--- config.mk ---
export PLATFORM = sky130hd
export DESIGN_NAME = fir_peak_detector_flat
export DESIGN_NICKNAME = d
export VERILOG_FILES = /design/src/rtl/fir_peak_detector_if.sv /design/src/rtl/fir_peak_detector.sv /design/src/flat_wrapper.sv
export SDC_FILE = /design/constraint.sdc
export NUM_CORES = 1
export LEC_CHECK = 0
export CAP_MARGIN = 20
export CORE_MARGIN = 2
export CORE_UTILIZATION = 28
export DETAILED_ROUTE_END_ITERATION = 8
export SLEW_MARGIN = 20
export SYNTH_ARGS = -nofsm -noshare
export SYNTH_HDL_FRONTEND = slang
export SYNTH_SLANG_ARGS = --single-unit
export TNS_END_PERCENT = 30
--- constraint.sdc ---
create_clock -name clk -period 7.6 [get_ports clk]
set_input_delay 0.76 -clock clk [delete_from_list [all_inputs] [get_ports clk]]
set_output_delay 0.76 -clock clk [all_outputs]
set_load 0.02 [all_outputs]
--- src/rtl/fir_peak_detector_if.sv ---
// rtl/fir_peak_detector_if.sv - measurement control, sample stream and peak result bundle
interface fir_peak_detector_if #(
  parameter int DATA_WIDTH = 40,
  parameter int CNT_WIDTH  = 16,
  parameter int OUT_WIDTH  = 16
);
  logic                         start;
  logic [CNT_WIDTH-1:0]         settle_len;
  logic [CNT_WIDTH-1:0]         window_len;
  logic signed [DATA_WIDTH-1:0] din;
  logic                         din_valid;
  logic                         busy;
  logic                         done;
  logic signed [DATA_WIDTH-1:0] peak;
  logic signed [OUT_WIDTH-1:0]  peak_q;
  logic                         sat;

  modport master (
    output start, settle_len, window_len, din, din_valid,
    input  busy, done, peak, peak_q, sat
  );

  modport slave (
    input  start, settle_len, window_len, din, din_valid,
    output busy, done, peak, peak_q, sat
  );
endinterface

--- src/rtl/fir_peak_detector.sv ---
// rtl/fir_peak_detector.sv - settle/window peak capture of filter output with Q2.14 requantization
// Optional FIR_PEAK_ABS_EN: track the peak of |din| instead of signed din.
module fir_peak_detector #(
  parameter int DATA_WIDTH = 40,
  parameter int CNT_WIDTH  = 16,
  parameter int OUT_WIDTH  = 16,
  parameter int FRAC_SHIFT = 14
) (
  input  logic              clk,
  input  logic              rst,
  fir_peak_detector_if.slave bus
);
  localparam logic [1:0] S_IDLE    = 2'd0;
  localparam logic [1:0] S_SETTLE  = 2'd1;
  localparam logic [1:0] S_MEASURE = 2'd2;
  localparam logic [1:0] S_REPORT  = 2'd3;

  logic [1:0]                   state;
  logic [CNT_WIDTH-1:0]         cnt;
  logic [CNT_WIDTH-1:0]         settle_q;
  logic [CNT_WIDTH-1:0]         window_q;
  logic signed [DATA_WIDTH-1:0] run_max;
  logic signed [DATA_WIDTH-1:0] peak_r;
  logic signed [OUT_WIDTH-1:0]  peak_q_r;
  logic                         sat_r;

  logic signed [DATA_WIDTH-1:0] sample;
  logic signed [DATA_WIDTH-1:0] next_max;
  logic signed [DATA_WIDTH-1:0] shifted;
  logic                         sat_hi;
  logic                         sat_lo;
  logic signed [OUT_WIDTH-1:0]  q_val;

`ifdef FIR_PEAK_ABS_EN
  logic signed [DATA_WIDTH:0] din_ext;
  logic signed [DATA_WIDTH:0] din_abs;

  // One extra bit keeps |min| exact; only that single value then needs clamping.
  always_comb begin
    din_ext = {bus.din[DATA_WIDTH-1], bus.din};
    din_abs = din_ext[DATA_WIDTH] ? -din_ext : din_ext;
    sample  = din_abs[DATA_WIDTH-1] ? {1'b0, {(DATA_WIDTH-1){1'b1}}}
                                    : din_abs[DATA_WIDTH-1:0];
  end
`else
  assign sample = bus.din;
`endif

  always_comb begin
    next_max = ((cnt == '0) || (sample > run_max)) ? sample : run_max;
    shifted  = next_max >>> FRAC_SHIFT;
    sat_hi   = !shifted[DATA_WIDTH-1] &&  (|shifted[DATA_WIDTH-2:OUT_WIDTH-1]);
    sat_lo   =  shifted[DATA_WIDTH-1] && !(&shifted[DATA_WIDTH-2:OUT_WIDTH-1]);
    if (sat_hi)
      q_val = {1'b0, {(OUT_WIDTH-1){1'b1}}};
    else if (sat_lo)
      q_val = {1'b1, {(OUT_WIDTH-1){1'b0}}};
    else
      q_val = shifted[OUT_WIDTH-1:0];
  end

  // Result registers load on the last window edge so they are valid during REPORT.
  always_ff @(posedge clk or posedge rst) begin
    if (rst) begin
      state    <= S_IDLE;
      cnt      <= '0;
      settle_q <= '0;
      window_q <= '0;
      run_max  <= '0;
      peak_r   <= '0;
      peak_q_r <= '0;
      sat_r    <= 1'b0;
    end else begin
      case (state)
        S_IDLE: begin
          if (bus.start) begin
            settle_q <= bus.settle_len;
            window_q <= (bus.window_len == '0) ? CNT_WIDTH'(1) : bus.window_len;
            cnt      <= '0;
            state    <= (bus.settle_len == '0) ? S_MEASURE : S_SETTLE;
          end
        end
        S_SETTLE: begin
          if (bus.din_valid) begin
            if (cnt == settle_q - CNT_WIDTH'(1)) begin
              cnt   <= '0;
              state <= S_MEASURE;
            end else begin
              cnt <= cnt + CNT_WIDTH'(1);
            end
          end
        end
        S_MEASURE: begin
          if (bus.din_valid) begin
            run_max <= next_max;
            if (cnt == window_q - CNT_WIDTH'(1)) begin
              cnt      <= '0;
              peak_r   <= next_max;
              peak_q_r <= q_val;
              sat_r    <= sat_hi || sat_lo;
              state    <= S_REPORT;
            end else begin
              cnt <= cnt + CNT_WIDTH'(1);
            end
          end
        end
        default: state <= S_IDLE;
      endcase
    end
  end

  assign bus.busy   = (state == S_SETTLE) || (state == S_MEASURE);
  assign bus.done   = (state == S_REPORT);
  assign bus.peak   = peak_r;
  assign bus.peak_q = peak_q_r;
  assign bus.sat    = sat_r;
endmodule

--- src/flat_wrapper.sv ---
// flat-port wrapper written by rule: the top's interface ports become plain ports
module fir_peak_detector_flat 
#(
  parameter int DATA_WIDTH = 40,
  parameter int CNT_WIDTH  = 16,
  parameter int OUT_WIDTH  = 16,
  parameter int FRAC_SHIFT = 14
)
  (clk, rst, bus_start, bus_settle_len, bus_window_len, bus_din, bus_din_valid, bus_busy, bus_done, bus_peak, bus_peak_q, bus_sat);
  fir_peak_detector_if #(.DATA_WIDTH(DATA_WIDTH), .CNT_WIDTH(CNT_WIDTH), .OUT_WIDTH(OUT_WIDTH)) bus_i ();
  input  logic clk;
  input  logic rst;
  input wire logic [$bits(bus_i.start)-1:0] bus_start;
  input wire logic [$bits(bus_i.settle_len)-1:0] bus_settle_len;
  input wire logic [$bits(bus_i.window_len)-1:0] bus_window_len;
  input wire logic [$bits(bus_i.din)-1:0] bus_din;
  input wire logic [$bits(bus_i.din_valid)-1:0] bus_din_valid;
  output wire logic [$bits(bus_i.busy)-1:0] bus_busy;
  output wire logic [$bits(bus_i.done)-1:0] bus_done;
  output wire logic [$bits(bus_i.peak)-1:0] bus_peak;
  output wire logic [$bits(bus_i.peak_q)-1:0] bus_peak_q;
  output wire logic [$bits(bus_i.sat)-1:0] bus_sat;
  assign bus_i.start = bus_start;
  assign bus_i.settle_len = bus_settle_len;
  assign bus_i.window_len = bus_window_len;
  assign bus_i.din = bus_din;
  assign bus_i.din_valid = bus_din_valid;
  assign bus_busy = bus_i.busy;
  assign bus_done = bus_i.done;
  assign bus_peak = bus_i.peak;
  assign bus_peak_q = bus_i.peak_q;
  assign bus_sat = bus_i.sat;
  fir_peak_detector #(.DATA_WIDTH(DATA_WIDTH), .CNT_WIDTH(CNT_WIDTH), .OUT_WIDTH(OUT_WIDTH), .FRAC_SHIFT(FRAC_SHIFT)) u_core (.clk(clk), .rst(rst), .bus(bus_i));
endmodule
# [Yosys cells after proc, flatten, opt, wreduce, memory -nomap -nowiden]
# Index checks and enable logic that the tools add are counted.
[word_totals] ramBits=0 elab_cells=58 in_bits=76 romBits=0 mem_count=0 latchBits=0 regBits=147 output_inout_bits=59
[op_classes] add_sub_neg=3 eq_ne=10 order_cmp=1 n_div=0 n_mul=0 mux=17 n_reduce_logical=19 n_bitwise=0 shifts=0
[op_table] op="$mux W16" count=8
[op_table] op="$logic_not A16 Y1" count=3
[op_table] op="$pmux W16 S3" count=1
[op_table] op="$gt A40 B40 Y1" count=1
[op_table] op="$mux W40" count=1
[op_table] op="$eq A16 B16 Y1" count=2
[op_table] op="$sub A16 B1 Y16 const B" count=2
[op_table] op="$add A16 B1 Y16 const B" count=1
[op_table] op="$mux W2" count=6
[op_table] op="$reduce_and A11 Y1" count=1
[op_table] op="$reduce_or A11 Y1" count=1
[op_table] op="$ne A2 B2 Y1 const B" count=3
[op_table] op="$pmux W2 S3" count=1
[op_table] op="$reduce_and A5 Y1" count=1
[op_table] op="$eq A2 B2 Y1 const B" count=2
[op_table] op="$ne A2 B1 Y1 const B" count=2
[op_table] op="$reduce_and A2 Y1" count=2
[op_table] op="$reduce_and A4 Y1" count=1
[op_table] op="$logic_or A1 B1 Y1" count=3
[op_table] op="$reduce_and A3 Y1" count=1
[op_table] op="$reduce_bool A3 Y1" count=1
[op_table] op="$eq A2 B1 Y1 const B" count=1
[op_table] op="$logic_and A1 B1 Y1" count=2
[op_table] op="$logic_not A1 Y1" count=2
[op_table] op="$logic_not A2 Y1" count=1

# [Logic depth before layout (Yosys ltp)]
# Gate-level depths: netlist of the first run.
[depth] word_depth=8 depth_mapped=13

# [Worst setup path before layout of the first run]
# No wires, ideal clock.
[synth_timing] path_kind="input to register" startpoint="in bus_din[22]" endpoint="reg u_core.run_max[0]" setup_ns=0.125 path_buffers=2 arrival_time_ns=3.307 path_stages=11 path_slack_ns=4.168 cell_sequence="ha_1 > nand4_1 > or2_2 > nor4_1 > o311a_1 > o211ai_1 > and3_1 > clkbuf_1 > nor2_1 > clkbuf_1 > mux2_2"
[synth_between] elab_chain_cells=3
[synth_lines] element="from (decl)" line="flat_wrapper.sv:16" rtl="input wire logic [$bits(bus_i.din)-1:0] bus_din;"
[synth_lines] element="$gt A40 B40 Y1" line="fir_peak_detector.sv:50" rtl="next_max = ((cnt == '0) || (sample > run_max)) ? sample : run_max;"
[synth_lines] element="$logic_or A1 B1 Y1" line="fir_peak_detector.sv:50"
[synth_lines] element="$mux W40" line="fir_peak_detector.sv:50"
[synth_lines] element="to (signal assigned)" line="fir_peak_detector.sv:95" rtl="run_max <= next_max;"
[synth_lines] element="to (decl)" line="fir_peak_detector.sv:22" rtl="logic signed [DATA_WIDTH-1:0] run_max;"
# Every way passes these cells.
# A chain may end at the register's enable or synchronous reset.

# [Final worst setup path of the first run]
[layout_timing] startpoint="in bus_din[23]" endpoint="reg u_core.run_max[5]"
# The elaborated chain is that of the path after synthesis.

==> results_dict.tcl, run 1 <==
set metrics [dict create \
    clkTransAtPathRegs_ns 0.07 \
    end_kind "register" \
    port_buffers 134 \
    antenna_cells 0 \
    critical_path_required_ns 7.92 \
    antenna_left 0 \
    crit_type "input port to register" \
    power.share.clock_pct 25.2 \
    antenna_found_initial 1 \
    fin_nets 1163 \
    max-slew-margin-rel_pct 35.9 \
    wl_met3_um 943 \
    cts_tree "yes" \
    placementRows 65 \
    wirelength_um 23800 \
    post-place-cells 1421 \
    routedWlPerCell_um 16.4 \
    firstDrtPassIters 5 \
    initial_utilization_pct 28.2 \
    die_area_um2 33000 \
    period_share_pct 54.6 \
    syn_to_final_growth_pct 25.9 \
    met1_length_um 11200 \
    worst_pin_slew_ns 0.958 \
    clock_path_buffers 2 \
    drcViolationCount 0 \
    drive_above_1_share_pct 13.1 \
    synth.distinct_cells 57 \
    post_cts_resized 0 \
    gp_congestion 0.809 \
    grt_pass1_vias 7250 \
    insertion_delay_ns 0.44 \
    yosysSeqAreaShare_pct 41.7 \
    max-vdd-ir-drop_uv 161 \
    synth_flop_cell "dfrtp_1" \
    hpwl_um 16900 \
    final_cells 1452 \
    syn_avg_cell_area_um2 9.44 \
    arrival_ns 4.47 \
    pwr-share-comb_pct 39.0 \
    yosysWarnings 0 \
    crit_path_top_delay_cell "clkdlybuf4s50_1" \
    cts_setup_buffers 0 \
    grt_overflow 0 \
    internal_power_mw 2.14 \
    path_common_cell "buf_4" \
    powerDensity_nw_per_um2 315 \
    cts-root-buf "clkbuf_16" \
    setup_violations 0 \
    power.share.switching_pct 38.7 \
    syn-num-nets 1060 \
    rsz0062_at_grt "no" \
    die_h_um 182 \
    maxCapViolCount 0 \
    hold_buffers 0 \
    numClockSinks 147 \
    core_area_um2 31300 \
    synth_edf_count 0 \
    maxClockFrequency_mhz 241 \
    setup-tns-final_ns 0 \
    grt_max_degree 84 \
    finalMaxSlewViolations 0 \
    grt_pass1_wl_um 38700 \
    worst-path-max-fanout 42 \
    switchingPower_mw 1.36 \
    ys_ff_latch 147 \
    grt.total_usage_pct 14.8 \
    path_cells "clkdlybuf4s50_1 -> ha_1 -> nand4_1 -> or2_2 -> nor4_1 -> o311a_1 -> o211ai_1 -> and3_2 -> buf_4 -> nor2_4 -> buf_4 -> mux2_2" \
    max_stage_delay_ns 0.51 \
    start_kind "input port" \
    leakage_nw 4.76 \
    wl_met2_um 11000 \
    cts_buffers 17 \
    async_flop_share_pct 100 \
    netlist_instances 935 \
    htreeDepth 4 \
    finalHoldViolCount 0 \
    ios 135 \
    skew_ns 0.0154 \
    die_x_um 182 \
    status "finished, final reports clean" \
    drt_iter0_markers 372 \
    min_period_ns 4.15 \
    p_seq_share_pct 35.7 \
    syn-cell-area_um2 8830 \
    hp-class "register to register" \
    viasPerCell 5.02 \
    fill_cells 3122 \
    highest_layer "met5" \
    num_vias 7288 \
]
==> worst max-delay path: cells and delay by family <==
kind                       cells  cell delay (ns)
buffers and inverters          3             1.30
and+or+nand+nor                5             1.25
muxes                          1             0.40
AOI/OAI and AO/OA              2             0.38
adders and majority gates      1             0.35
==> power groups by stage <==
stage / registers [mW] / clock network, mW / logic [mW]
floorplan: 1.17 / 0 / 1.09
global placement: 1.25 / 0 / 1.35
detailed placement: 1.26 / 0 / 1.37
CTS: 1.25 / 0.906 / 1.38
global route: 1.29 / 0.935 / 1.55
finish: 1.25 / 0.883 / 1.37
==> cell usage after synthesis (all sizes together) (2+ instances only) <==
cell	n	share of area [%]
a2111oi	2	0.27
a21o	9	0.77
a21oi	34	1.9
a221o	11	1.2
a22o	4	0.40
a311oi	2	0.20
a31oi	41	2.9
and3	2	0.14
buf	20	1.2
clkbuf	37	1.6
dfrtp	147	42
ha	49	6.9
inv	57	2.4
mux2	73	9.3
mux2i	11	1.2
nand2	107	4.5
nand2b	7	0.50
nand3	20	1.1
nand3b	4	0.34
nand4	17	1.2
nor2	100	4.3
nor2b	9	0.64
nor3	10	0.57
nor4	24	1.7
o211ai	7	0.60
o21ai	27	1.5
o221ai	15	2.2
o22ai	2	0.14
o311a	2	0.23
o31a	2	0.20
o31ai	2	0.17
o41ai	2	0.41
or2	7	0.50
or3	6	0.43
or4	9	0.85
xnor2	25	2.5
xor2	18	1.8
==> cell families after synthesis <==
group                      Yosys count  synth area share [%]
AOI/OAI and AO/OA                  170                  14.0
DFF                                147                  41.7
muxes                               84                  10.6
and+or+nand+nor                    328                  17.4
adders and majority gates           49                  6.94
xor gates and xnor gates            43                  4.27
buffers and inverters              114                  5.21
==> cell usage in the layout (no fill, tap or decap), types with 9 or more instances in the layout <==
cell,count
a21o_1,9
a21oi_1,34
a221o_1,11
a31oi_1,40
clkbuf_16,17
clkdlybuf4s50_1,134
dfrtp_1,147
ha_1,49
inv_1,56
mux2_2,73
mux2i_1,11
nand2_1,107
nand3_1,19
nand4_1,17
nor2_1,98
nor2b_1,9
nor3_1,10
nor4_1,24
o21ai_0,27
o221ai_2,10
xnor2_1,25
xor2_1,18
==> metrics by stage <==
step | hold slack, ns | total power [mW] | utilization (%) | instance area, um2 | setup WS, ns
after global placement | 0.495 | 2.60 | 33.6 | 10500 | 3.12
final | 0.509 | 3.50 | 35.5 | 11100 | 3.45
after floorplan | 0.500 | 2.26 | - | 8830 | 2.89
after global routing | 0.528 | 3.77 | 35.5 | 11100 | 3.25
after detailed placement | 0.494 | 2.64 | 33.6 | 10500 | 2.99
after CTS | 0.510 | 3.54 | 35.5 | 11100 | 3.45
==> final timing paths <==
check	start	end	slack, ns	cells after the start
worst max-delay path	bus_din[23]	u_core.run_max[5]$_DFFE_PP0P_	3.45	12
worst min-delay path	u_core.bus.sat$_DFFE_PP0P_	u_core.bus.sat$_DFFE_PP0P_	0.51	1
worst max register to register	u_core.settle_q[3]$_DFFE_PP0P_	u_core.cnt[5]$_DFFE_PP0P_	3.73	8
worst min register to register	u_core.bus.sat$_DFFE_PP0P_	u_core.bus.sat$_DFFE_PP0P_	0.51	1
max in group asynchronous	rst	u_core.window_q[4]$_DFFE_PP0P_	5.31	3
min in group asynchronous	rst	u_core.bus.peak[16]$_DFFE_PP0P_	0.85	2
==> per-layer routing <==
metal,track usage [%],vias to the layer above
met2,24.0,154
met1,19.5,3562
met3,2.91,33
met4,5.72,2
met5,0,-
li1,-,3537
==> sequential cells by signal (all words and copies together), names as in the netlist <==
register           flops
u_core.bus.sat         1
u_core.state           2
u_core.settle_q       16
u_core.bus.peak       40
u_core.cnt            16
u_core.run_max        40
u_core.bus.peak_q     16
u_core.window_q       16
==> cell type report <==
cell class	instances	area, um2	area share [%]
multi-input cells	674	4720	42.4
clock inverters	13	174	1.56
flip-flops and latches	147	3680	33.1
clock buffers	18	429	3.86
well taps	402	503	4.52
repair buffers	141	1390	12.5
inverters	57	219	1.97
Power figures use the tool's default switching activity.
==> run 2, diff against run 1 <==
==> constraint.sdc (replaced) <==
create_clock -name clk -period 3.4 [get_ports clk]
set_input_delay 0.34 -clock clk [delete_from_list [all_inputs] [get_ports clk]]
set_output_delay 0.34 -clock clk [all_outputs]
set_load 0.02 [all_outputs]
==> run 2 against run 1 <==
- worst hold slack got worse by 0.11 ns
- non-clock buffer count increased by 59
- worst setup slack got worse by 3.3 ns
- largest power group unchanged
- highest routed layer unchanged
==> results_dict.tcl, run 2 (synthesis gave the netlist of run 1 again) <==
set metrics [dict create \
    status "finished, final reports clean" \
    numClockSinks 147 \
    wirelength_um 25600 \
    crit_buf_inv 1 \
    drcViolationCount 0 \
    crit_type "register to register" \
    hp-class "input port to async pin" \
    gp_congestion 0.817 \
    path_cells "or4_4 -> or4_1 -> a2111oi_1 -> o22ai_1 -> nand4bb_4 -> buf_4 -> or4_4 -> o221ai_1" \
    rrSetupSlack_ns 0.16 \
    power.total_mw 8.39 \
    grt_pass1_wl_um 40900 \
    placementRows 65 \
    final_common_cell "dfrtp_1" \
    cts_tree "yes" \
    drt_iter0_markers 569 \
    max-vdd-ir-drop_uv 399 \
    start_kind "register" \
    setup_violations 0 \
    min_period_ns 3.24 \
    antenna_found_initial 1 \
    reg2reg_from "u_core.window_q[9]$_DFFE_PP0P_" \
    cts-root-buf "clkbuf_16" \
    worst_pin_slew_ns 0.918 \
    maxClockFrequency_mhz 309 \
    grt.total_usage_pct 15.7 \
    worstReg2RegEnd "u_core.bus.peak_q[14]$_DFFE_PP0P_" \
    max_stage_delay_ns 0.63 \
    port_buffers 134 \
    clkTransAtPathRegs_ns 0.08 \
    die_x_um 182 \
    critical_path_required_ns 3.76 \
    htreeDepth 4 \
    hpwl_um 18600 \
    powerDensity_nw_per_um2 711 \
    maxCapViolCount 0 \
    grt_overflow 0 \
    die_h_um 182 \
    worst-path-max-fanout 8 \
    die_area_um2 33000 \
    core_area_um2 31300 \
    dp_slack_ns -0.265 \
    crit_path_top_delay_cell "or4_4" \
    period_share_pct 95.3 \
    skew_ns 0.0136 \
    clock_path_buffers 2 \
    leakage_nw 5.13 \
    cts_buffers 17 \
    num_vias 7588 \
    syn_to_final_growth_pct 33.6 \
    insertion_delay_ns 0.45 \
    finalMaxSlewViolations 0 \
    most-common-layout-cells "dfrtp_1 (146), clkdlybuf4s50_1 (134), nand2_1 (107), nor2_1 (98), mux2_2 (73)" \
    initial_utilization_pct 28.2 \
    ios 135 \
    viasPerCell 5.01 \
    hold_buffers 0 \
    fin_nets 1223 \
    end_kind "register" \
    path_common_cell "or4_4" \
    max-slew-margin-rel_pct 38.5 \
    grt_pass1_vias 7494 \
    fill_cells 3067 \
    drive_above_1_share_pct 18.3 \
    reg2reg_depth 8 \
    critical-path-top-delay-family "simple AND/OR/NAND/NOR gates" \
    grt_max_degree 57 \
    arrival_ns 3.60 \
    firstDrtPassIters 4 \
    antenna_left 0 \
    rsz0062_at_grt "no" \
    finalHoldViolCount 0 \
    routedWlPerCell_um 16.9 \
    fin_ws_ns 0.160 \
]
[run 2: changes by cell type in the layout (fill, tap and decap cells not counted), sizes merged]
| cell | delta |
|---|---|
| buf | +57 |
| clkbuf | +1 |
| clkinv | -2 |
| diode | +1 |
| inv | +4 |
| or4 | +1 |
[run 2: power breakdown]
| group | switching, mW | total (mW) | leakage [nW] | internal (mW) |
|---|---|---|---|---|
| clock network | 0.897 | 2.09 | 0.312 | 1.20 |
| logic | 1.83 | 3.53 | 2.93 | 1.70 |
| registers | 0.541 | 2.76 | 1.89 | 2.22 |
| total | 3.27 | 8.39 | 5.13 | 5.12 |
[run 2: per-stage QoR]
step	hold WS, ns	std cells	utilization, %	TNS, ns	area (um2)
floorplan	0.488	935	-	0	8830
global placement	0.494	1474	35.1	-14.57	11000
detailed placement	0.496	1474	35.1	-13.80	11000
CTS	0.414	1506	37.1	0	11600
global route	0.452	1513	37.7	0	11800
finish	0.401	1514	37.7	0	11800
[run 2: repair_timing]
| item | 4_1_cts | 5_1_grt |
|---|---|---|
| hold endpoints to repair | 0 | 0 |
| buffers inserted | 0 | 4 |
| endpoints found under the setup margin | 0 | 102 |
| resized for setup | 0 | 13 |
[run 2: layout make-up]
type                            count  area (um2)  area share [%]
Multi-Input combinational cell    675        4790            40.6
Inverter                           57         218            1.85
Antenna cell                        1        2.50          0.0212
Sequential cell                   147        3680            31.2
Clock inverter                     15         214            1.81
Timing Repair Buffer              200        1970            16.7
Tap cell                          402         503            4.26
Clock buffer                       17         425            3.61
[run 2: worst register-to-register path, delay by kind of cell, from the launching register on]
| kind | cells | cell delay [ns] |
|---|---|---|
| simple gates | 4 | 1.83 |
| buf+inv | 1 | 0.20 |
| flops | 1 | 0.38 |
| compound gates | 3 | 0.75 |
[run 2: routing by layer]
metal | vias to the layer above | part of all wire (%) | global-route usage (%)
met5 | - | 0.051 | 0
met4 | 2 | 2.0 | 5.56
met3 | 25 | 3.8 | 3.09
met2 | 165 | 47 | 25.3
met1 | 3730 | 47 | 21.0
li1 | 3666 | - | -
[run 2: worst max-delay path by stage]
| stage | startpoint | end | slack, ns | cells after the start |
|---|---|---|---|---|
| after floorplan | u_core.settle_q[3]$_DFFE_PP0P_ | u_core.cnt[4]$_DFFE_PP0P_ | 0.20 | 10 |
| after global placement | bus_din[21] | u_core.run_max[1]$_DFFE_PP0P_ | -0.26 | 13 |
| after detailed placement | bus_din[17] | u_core.bus.peak_q[12]$_DFFE_PP0P_ | -0.27 | 11 |
| after CTS | u_core.run_max[18]$_DFFE_PP0P_ | u_core.bus.peak_q[12]$_DFFE_PP0P_ | 0.06 | 11 |
| after global routing | u_core.window_q[9]$_DFFE_PP0P_ | u_core.bus.peak_q[11]$_DFFE_PP0P_ | 0.005 | 8 |
| final | u_core.window_q[9]$_DFFE_PP0P_ | u_core.bus.peak_q[14]$_DFFE_PP0P_ | 0.16 | 8 |
